## src/rtl/regfile_pkg.sv

```systemverilog
// Shared definitions for the register file / busy scoreboard.
// Provides the scoreboard population-count helper used to build busy_cnt.
package regfile_pkg;

    // Largest register count the popcount helper accepts.
    localparam int MAX_REGS  = 256;
    localparam int CNT_MAX_W = $clog2(MAX_REGS) + 1;

    // Number of set bits in a (zero-extended) busy vector.
    function automatic logic [CNT_MAX_W-1:0] popcount(input logic [MAX_REGS-1:0] v);
        logic [CNT_MAX_W-1:0] n;
        n = '0;
        for (int i = 0; i < MAX_REGS; i++) begin
            n = n + CNT_MAX_W'(v[i]);
        end
        return n;
    endfunction

endpackage

```

## src/rtl/regfile_read_port.sv

```systemverilog
// One combinational read port: register mux, busy lookup, zero-register mask
// and (with REGFILE_BYPASS_EN defined) same-cycle write-through from writeback.
module regfile_read_port
    import regfile_pkg::*;
#(
    parameter int DATA_W   = 16,
    parameter int NUM_REGS = 16,
    parameter int ZERO_REG = 1
) (
    input  logic [DATA_W-1:0]           regs [NUM_REGS],
    input  logic [NUM_REGS-1:0]         busy_vec,
    input  logic [$clog2(NUM_REGS)-1:0] rd_addr,
`ifdef REGFILE_BYPASS_EN
    input  logic                        wr_en,
    input  logic [$clog2(NUM_REGS)-1:0] wr_addr,
    input  logic [DATA_W-1:0]           wr_data,
`endif
    output logic [DATA_W-1:0]           rd_data,
    output logic                        rd_busy
);

    // Select stored value, override with in-flight writeback, then mask r0.
    always_comb begin
        rd_data = regs[rd_addr];
        rd_busy = busy_vec[rd_addr];
`ifdef REGFILE_BYPASS_EN
        if (wr_en && (wr_addr == rd_addr)) begin
            rd_data = wr_data;
            rd_busy = 1'b0;
        end
`endif
        if ((ZERO_REG != 0) && (rd_addr == '0)) begin
            rd_data = '0;
            rd_busy = 1'b0;
        end
    end

endmodule

```

## src/rtl/regfile_scoreboard.sv

```systemverilog
// Multi-read-port register file with a busy scoreboard for destination
// registers whose writeback is still in flight. Decode issues (sets busy),
// writeback writes data (clears busy); issue wins on a same-cycle collision.
// Optional feature macro: REGFILE_BYPASS_EN (same-cycle write-through reads).
// NUM_REGS must be a power of two between 2 and regfile_pkg::MAX_REGS.
module regfile_scoreboard
    import regfile_pkg::*;
#(
    parameter int DATA_W   = 16,
    parameter int NUM_REGS = 16,
    parameter int NUM_RD   = 2,
    parameter int ZERO_REG = 1
) (
    input  logic                               clk,
    input  logic                               rst_n,
    input  logic                               wr_en,
    input  logic [$clog2(NUM_REGS)-1:0]        wr_addr,
    input  logic [DATA_W-1:0]                  wr_data,
    input  logic                               iss_en,
    input  logic [$clog2(NUM_REGS)-1:0]        iss_addr,
    input  logic [NUM_RD*$clog2(NUM_REGS)-1:0] rd_addr,
    output logic [NUM_RD*DATA_W-1:0]           rd_data,
    output logic [NUM_RD-1:0]                  rd_busy,
    output logic [NUM_REGS-1:0]                busy_vec,
    output logic [$clog2(NUM_REGS):0]          busy_cnt
);

    localparam int AW = $clog2(NUM_REGS);
    localparam int CW = AW + 1;

    logic [DATA_W-1:0]   regs [NUM_REGS];
    logic                wr_ok;
    logic                iss_ok;
    logic [NUM_REGS-1:0] busy_next;
    logic [MAX_REGS-1:0] busy_ext;

    // Accesses to the hard-wired zero register are dropped at the source.
    assign wr_ok  = wr_en  && !((ZERO_REG != 0) && (wr_addr  == '0));
    assign iss_ok = iss_en && !((ZERO_REG != 0) && (iss_addr == '0));

    // Register storage: async clear, one write per cycle from writeback.
    always_ff @(posedge clk or negedge rst_n) begin
        if (!rst_n) begin
            for (int i = 0; i < NUM_REGS; i++) begin
                regs[i] <= '0;
            end
        end else if (wr_ok) begin
            regs[wr_addr] <= wr_data;
        end
    end

    // Next scoreboard: writeback clears, issue sets afterwards so it has priority.
    always_comb begin
        busy_next = busy_vec;
        if (wr_ok) begin
            busy_next[wr_addr] = 1'b0;
        end
        if (iss_ok) begin
            busy_next[iss_addr] = 1'b1;
        end
    end

    // Widen the next scoreboard to the popcount helper's input width.
    always_comb begin
        busy_ext                 = '0;
        busy_ext[NUM_REGS-1:0]   = busy_next;
    end

    // Scoreboard and its count register; count always equals popcount(busy_vec).
    always_ff @(posedge clk or negedge rst_n) begin
        if (!rst_n) begin
            busy_vec <= '0;
            busy_cnt <= '0;
        end else begin
            busy_vec <= busy_next;
            busy_cnt <= CW'(popcount(busy_ext));
        end
    end

    // Independent read ports, each with its own address slice.
    for (genvar k = 0; k < NUM_RD; k++) begin : g_rd
        regfile_read_port #(
            .DATA_W   (DATA_W),
            .NUM_REGS (NUM_REGS),
            .ZERO_REG (ZERO_REG)
        ) u_port (
            .regs     (regs),
            .busy_vec (busy_vec),
            .rd_addr  (rd_addr[k*AW +: AW]),
`ifdef REGFILE_BYPASS_EN
            .wr_en    (wr_en),
            .wr_addr  (wr_addr),
            .wr_data  (wr_data),
`endif
            .rd_data  (rd_data[k*DATA_W +: DATA_W]),
            .rd_busy  (rd_busy[k])
        );
    end

endmodule

```

## config.mk

```make
export PLATFORM = sky130hd
export DESIGN_NAME = regfile_scoreboard
export DESIGN_NICKNAME = d
export VERILOG_FILES = /design/src/rtl/regfile_pkg.sv /design/src/rtl/regfile_read_port.sv /design/src/rtl/regfile_scoreboard.sv
export SDC_FILE = /design/constraint.sdc
export NUM_CORES = 1
export LEC_CHECK = 0
export CORE_UTILIZATION = 55
export CTS_BUF_LIST = sky130_fd_sc_hd__clkbuf_8
export DETAILED_ROUTE_END_ITERATION = 10
export PLACE_DENSITY = 0.83
export SKIP_CTS_REPAIR_TIMING = 1
export SYNTH_ARGS = -nofsm -noshare
export SYNTH_HDL_FRONTEND = slang
export SYNTH_HIERARCHICAL = 1
export SYNTH_SLANG_ARGS = --single-unit
```

## constraint.sdc

```tcl
create_clock -name clk -period 10.44 [get_ports clk]
set_clock_uncertainty 0.05 [all_clocks]
set_input_delay 1.044 -clock clk [delete_from_list [all_inputs] [get_ports clk]]
set_output_delay 1.044 -clock clk [all_outputs]
set_load 0.02 [all_outputs]
```

==> run summary, run 1 <==
Status: finished clean
DR pass1 iterations: 5
Slew @ Worst Pin: 1.06 ns
Core area: 26000 um2
Met3 Use GR: 5.61%
CP max FO: 18
Worst Setup Start Kind: input port
WP data arrival: 6.13 ns
Total track usage: 29.3%
Slew Viols, Final: 0
Slew HR: 29.4%
DR iter-0 viols: 872
Leak pwr: 6.93 nW
DP HPWL: 23300 um
Worst EP required: 10.88 ns
Worst reg2reg path depth: 13
Via/cell ratio: 6.77
Layout filler cell count: 1880
DRC: 0
Die X: 164 um
RR Startpoint: busy_vec[5]
Die span in y: 164 um
CTS H-tree depth: 2
M2 GR Usage: 48.2%
Met1 Usage GRT: 38.0%
FF-to-FF End: busy_cnt[4]
CP max-delay cell: clkdlybuf4s50_1
Kind of critical path: input port to flip-flop
Total Routed Length: 37900 um
Largest net degree at the start of global routing: 125
Worst hold-check path type: flip-flop to flip-flop
Syn avg cell area: 14.8 um2
Clock slew seen by the registers of the worst setup and hold paths: 0.06 ns
Synth Warn #: 6
Post-route setup TNS: 0 ns
WP depth: 16
First-pass GRT wire length: 58400 um
Finished Layout Cells: 1402
Port bufs: 90
Seq. cell area: 6530 um2
Final Hold Fails: 0
Area Growth Syn to Fin: 12.0%
RSZ-0062 raised after global routing: false
Total die area: 27000 um2
Vias in the first global route: 9972
I/O pin cnt: 91
Min Hold Slack: 0.349 ns
CP Launch Point: wr_addr[0]
Final instance area: 16200 um2
Root buf cell: clkbuf_8
Initial antenna violation count: 1
Delay-heaviest family, CP: adder cells
Layout cells sized above 1: 44.4%
Final setup fails: 0
FF-to-FF setup slack: 6.48 ns
CTS tree: yes
Syn nets: 1031
DP Area: 15300 um2
Min Tclk post-route: 5.69 ns
Via count: 9491
Cell breakdown of the critical path: clkdlybuf4s50_1 -> nor2b_1 -> nand2_2 -> a22oi_1 -> fa_1 -> inv_1 -> fa_1 -> fa_1 -> inv_1 -> fa_1 -> inv_1 -> ha_1 -> inv_1 -> fa_1 -> nor2b_1 -> o21a_1
Multi-input gate area: 7260 um2
Nets@finish: 1089
Slowest Stage Delay on Critical Path: 0.71 ns
Clock sinks: 261
Gpl congestion: 0.920
CP bufs+invs: 5
Power density cells: 220 nW/um2
Fmax: 0.176 GHz
Syn Inst Count: 980
VDD IR-drop max: 0.140 mV
WL/cell: 27.0 um
Most frequent CP cell: fa_1
GRT Residual Overflow: 0
Antenna-violating nets left: 0
Worst-skew pair later-pin latency: 0.55 ns
Dpl cells: 1327
Setup crit end kind: flip-flop
MaxCap Viol Count: 0
Final core utilization: 62.5%
Synth Cell Area: 14500 um2
Starting Density: 55.8%
Period utilization: 54.5%
CTS Buf Count: 44
Critical Path Sink: busy_cnt[4]
Row Count: 59
Most used routing layer: met2
Clock buffer depth: 3
==> state kept, by name, summed over array words and instances (netlist names) <==
name / flops
regs: 240
busy_cnt: 5
busy_vec: 16
==> per-stage QoR <==
step / power (mW) / worst slack [ns]
after CTS: 3.57 / 4.80
after global routing: 3.74 / 4.61
after detailed placement: 2.58 / 4.28
after floorplan: 2.22 / 5.50
final: 3.57 / 4.75
after global placement: 2.50 / 4.45
==> cell usage in the layout (no fill, tap or decap), types with 3 or more instances in the layout <==
cell and count:
mux2_2 262, dfrtp_1 261, mux4_2 102, clkdlybuf4s50_1 83, clkbuf_8 54, mux2i_1 42, nor2_1 35, inv_1 32
a221oi_1 32, a211oi_1 32, buf_4 21, fa_1 10, nand2_2 9, a22o_1 9, mux2_4 8, nor2b_1 6
nand2_1 6, a22oi_1 5, ha_1 5, and3_1 4, bufinv_16 4, buf_2 4, and3b_1 3, nand2b_1 3
o21a_1 3
==> routing by layer <==
| metal | part of all wire, % | vias up | routed length (um) |
|---|---|---|---|
| li1 | - | 3890 | - |
| met1 | 39 | 4970 | 14800 |
| met3 | 7.8 | 126 | 2950 |
| met2 | 49 | 505 | 18700 |
| met4 | 3.8 | 0 | 1440 |
| met5 | 0 | - | 0 |
==> report_power, final <==
part	internal, mW	switching, mW	total (mW)
Combinational	0.638	0.519	1.16
Clock	0.563	0.406	0.969
Sequential	1.26	0.185	1.44
==> final cells by class <==
class                      instances  area share, %
tap                              335           2.58
sequential                       261           40.2
antenna                            1         0.0154
clock inverter                    20           1.16
clock buffer                      54           4.58
multi-input combinational        603           44.7
timing repair buffer             109           6.30
inverter                          19          0.439
==> how the worst min path moves through the flow <==
stage	startpoint	end	slack [ns]	depth (start not counted)
after global placement	busy_vec[0]	busy_vec[0]	0.34	0
after global routing	busy_vec[0]	busy_vec[0]	0.37	0
after CTS	busy_vec[0]	busy_vec[0]	0.35	0
final	busy_vec[0]	busy_vec[0]	0.35	0
after floorplan	regs[30]	regs[30]	0.42	1
after detailed placement	busy_vec[0]	busy_vec[0]	0.34	0
No activity file was read; power rests on OpenSTA's default activity.
==> inputs of run 2 (changes only) <==
==> constraint.sdc (replaced) <==
create_clock -name clk -period 5.52 [get_ports clk]
set_clock_uncertainty 0.05 [all_clocks]
set_input_delay 0.552 -clock clk [delete_from_list [all_inputs] [get_ports clk]]
set_output_delay 0.552 -clock clk [all_outputs]
set_load 0.02 [all_outputs]
==> run summary, run 2 (synthesis results as in run 1) <==
Total die area: 27000 um2 (unchanged)
Routed wl met3: 2850 um (-3.4%)
DP HPWL: 23000 um (-1.2%)
Clock slew seen by the registers of the worst setup and hold paths: 0.06 ns (about the same)
DR pass1 iterations: 5 (unchanged)
Antenna-violating nets left: 0 (unchanged)
Delay-heaviest family, CP: adder cells
Area Growth Syn to Fin: 12.7%
Max FFs per register: 240 (unchanged)
RR Startpoint: busy_vec[7]
Sequential power share: 40.9% (+0.4 points)
VDD IR-drop max: 0.251 mV (+80%)
Final setup fails: 0 (unchanged)
Via count: 9396 (-1.0%)
Finished Layout Cells: 1420 (+1.3%)
Gpl congestion: 0.899 (-2.3%)
CP max FO: 9 (-9)
Clock buffer depth: 3 (unchanged)
Worst hold-check path type: input port to async pin
CP Launch Point: iss_addr[0]
Slew @ Worst Pin: 1.13 ns (+0.0695 ns)
Most frequent CP cell: fa_1
Logic gate share of total power: 31.4% (-1.0 points)
CP max-delay cell: clkdlybuf4s50_1
Status: finished clean
Total track usage: 29.3% (-0.030 points)
Port bufs: 90 (unchanged)
Min Hold Slack: 0.0538 ns (-0.295 ns)
Die span in y: 164 um (unchanged)
Cell breakdown of the critical path: clkdlybuf4s50_1 -> nor2b_1 -> a22oi_1 -> fa_1 -> fa_1 -> inv_1 -> fa_1 -> inv_1 -> fa_1 -> inv_1 -> ha_1 -> inv_1 -> fa_1 -> nor2b_1 -> o21a_1
Slew HR: 24.7% (-4.6 points)
Clock sinks: 261 (unchanged)
WL/cell: 27.0 um (-0.17%)
Met1 WL: 14700 um (-0.41%)
Slowest Stage Delay on Critical Path: 0.64 ns (-0.07 ns)
Initial antenna violation count: 5 (+4)
DR iter-0 viols: 869 (-0.34%)
Largest Register: regs
CP bufs+invs: 5 (unchanged)
Regs by FF count: regs (240), busy_vec (16), busy_cnt (5)
DP Area: 15400 um2 (+0.47%)
Vias in the first global route: 9805 (-1.7%)
Setup crit end kind: flip-flop
Leak pwr: 6.99 nW (+0.92%)
Die X: 164 um (unchanged)
Dpl cells: 1335 (+0.60%)
Top sig layer: met5
Row Count: 59 (unchanged)
Pint: 4.61 mW (+87%)
DRC: 0 (unchanged)
Tot Pwr: 6.67 mW (+87%)
Worst EP required: 5.97 ns (-4.91 ns)
Kind of critical path: input port to flip-flop
Clock power share: 27.7% (+0.6 points)
NetSw: 2.06 mW (+86%)
Nets@finish: 1098 (+0.83%)
First-pass GRT wire length: 57800 um (-0.98%)
MaxCap Viol Count: 0 (unchanged)
Power density cells: 408 nW/um2 (+86%)
Wire length on met2: 19200 um (+3.0%)
Final instance area: 16300 um2 (+0.64%)
Via/cell ratio: 6.62 (-2.3%)
I/O pin cnt: 91 (unchanged)
CTS tree: yes
Min Tclk post-route: 4.54 ns
WP data arrival: 4.98 ns (-1.15 ns)
Most common cell after layout, fill and taps aside: mux2_2
CTS Buf Count: 45 (+2.3%)
Switching portion of total power: 30.9% (-0.18 points)
Slew Viols, Final: 0 (unchanged)
Starting Density: 55.8% (unchanged)
CTS H-tree depth: 2 (unchanged)
RSZ-0062 raised after global routing: false
Period utilization: 82.2%
Total Routed Length: 38300 um (+1.1%)
Root buf cell: clkbuf_8
Commonest cells after routing, fill and taps aside: 262 x mux2_2, 261 x dfrtp_1, 102 x mux4_2
Post-route setup TNS: 0 ns (unchanged)
Largest net degree at the start of global routing: 140 (+12%)
Worst Setup Start Kind: input port
Layout cells sized above 1: 45.0% (+0.59 points)
GRT Residual Overflow: 0 (unchanged)
Final Hold Fails: 0 (unchanged)
Fmax: 0.220 GHz
Core area: 26000 um2 (unchanged)
Worst-skew pair later-pin latency: 0.56 ns (about the same)
==> run 2: cell count changes in the layout (fill, tap and decap cells not counted) <==
cell	previous run	this run
buf_12	0	1
inv_1	32	34
clkbuf_8	54	58
bufinv_16	4	2
inv_8	0	1
buf_4	21	28
diode_2	1	4
clkinv_2	2	4
==> run 2: worst paths after layout <==
kind	endpoint	slack [ns]	depth (start not counted)
min reg2reg	busy_vec[0]	0.36	0
min in group clk	busy_vec[0]	0.36	0
max in group asynchronous	regs[201]	4.12	2
max	busy_cnt[4]	0.98	15
min	regs[131]	0.05	1
max reg2reg	busy_cnt[4]	1.71	13
==> run 2: power groups by stage <==
stage	logic (mW)	registers, mW	clock network (mW)
after CTS	2.10	2.71	1.87
after detailed placement	2.09	2.74	0
final	2.10	2.72	1.85
after global placement	2.01	2.69	0
after global routing	2.28	2.77	1.95
after floorplan	1.52	2.68	0
==> run 2: worst reg2reg max path, stage by stage (launching register included) <==
cell and delay, ns:
dfrtp_1 0.43, a32oi_1 0.26, fa_1 0.49, fa_1 0.52
inv_1 0.05, fa_1 0.48, inv_1 0.05, fa_1 0.44
inv_1 0.07, ha_1 0.16, inv_1 0.06, fa_1 0.45
nor2b_1 0.13, o21a_1 0.11
==> run 2: through the flow <==
| stage | worst slack (ns) | util (%) |
|---|---|---|
| after floorplan | 1.07 | - |
| after global placement | 0.477 | 59.2 |
| after detailed placement | 0.468 | 59.2 |
| after CTS | 1.04 | 62.8 |
| after global routing | 0.870 | 62.9 |
| final | 0.984 | 62.9 |
==> run 2: area by class of cell <==
cell class | instances | area, um2
fill | 1888 | 9640
sequential | 261 | 6530
multi-input combinational | 603 | 7260
antenna | 4 | 10.0
tap | 335 | 419
timing repair buffer | 117 | 1100
clock buffer | 58 | 798
inverter | 19 | 71.3
clock inverter | 23 | 156
==> run 2: per-layer routing <==
metal	vias up	global-route usage, %
met3	110	6.64
met2	421	48.4
met4	2	13.6
met1	4964	36.6
li1	3899	-
met5	-	0
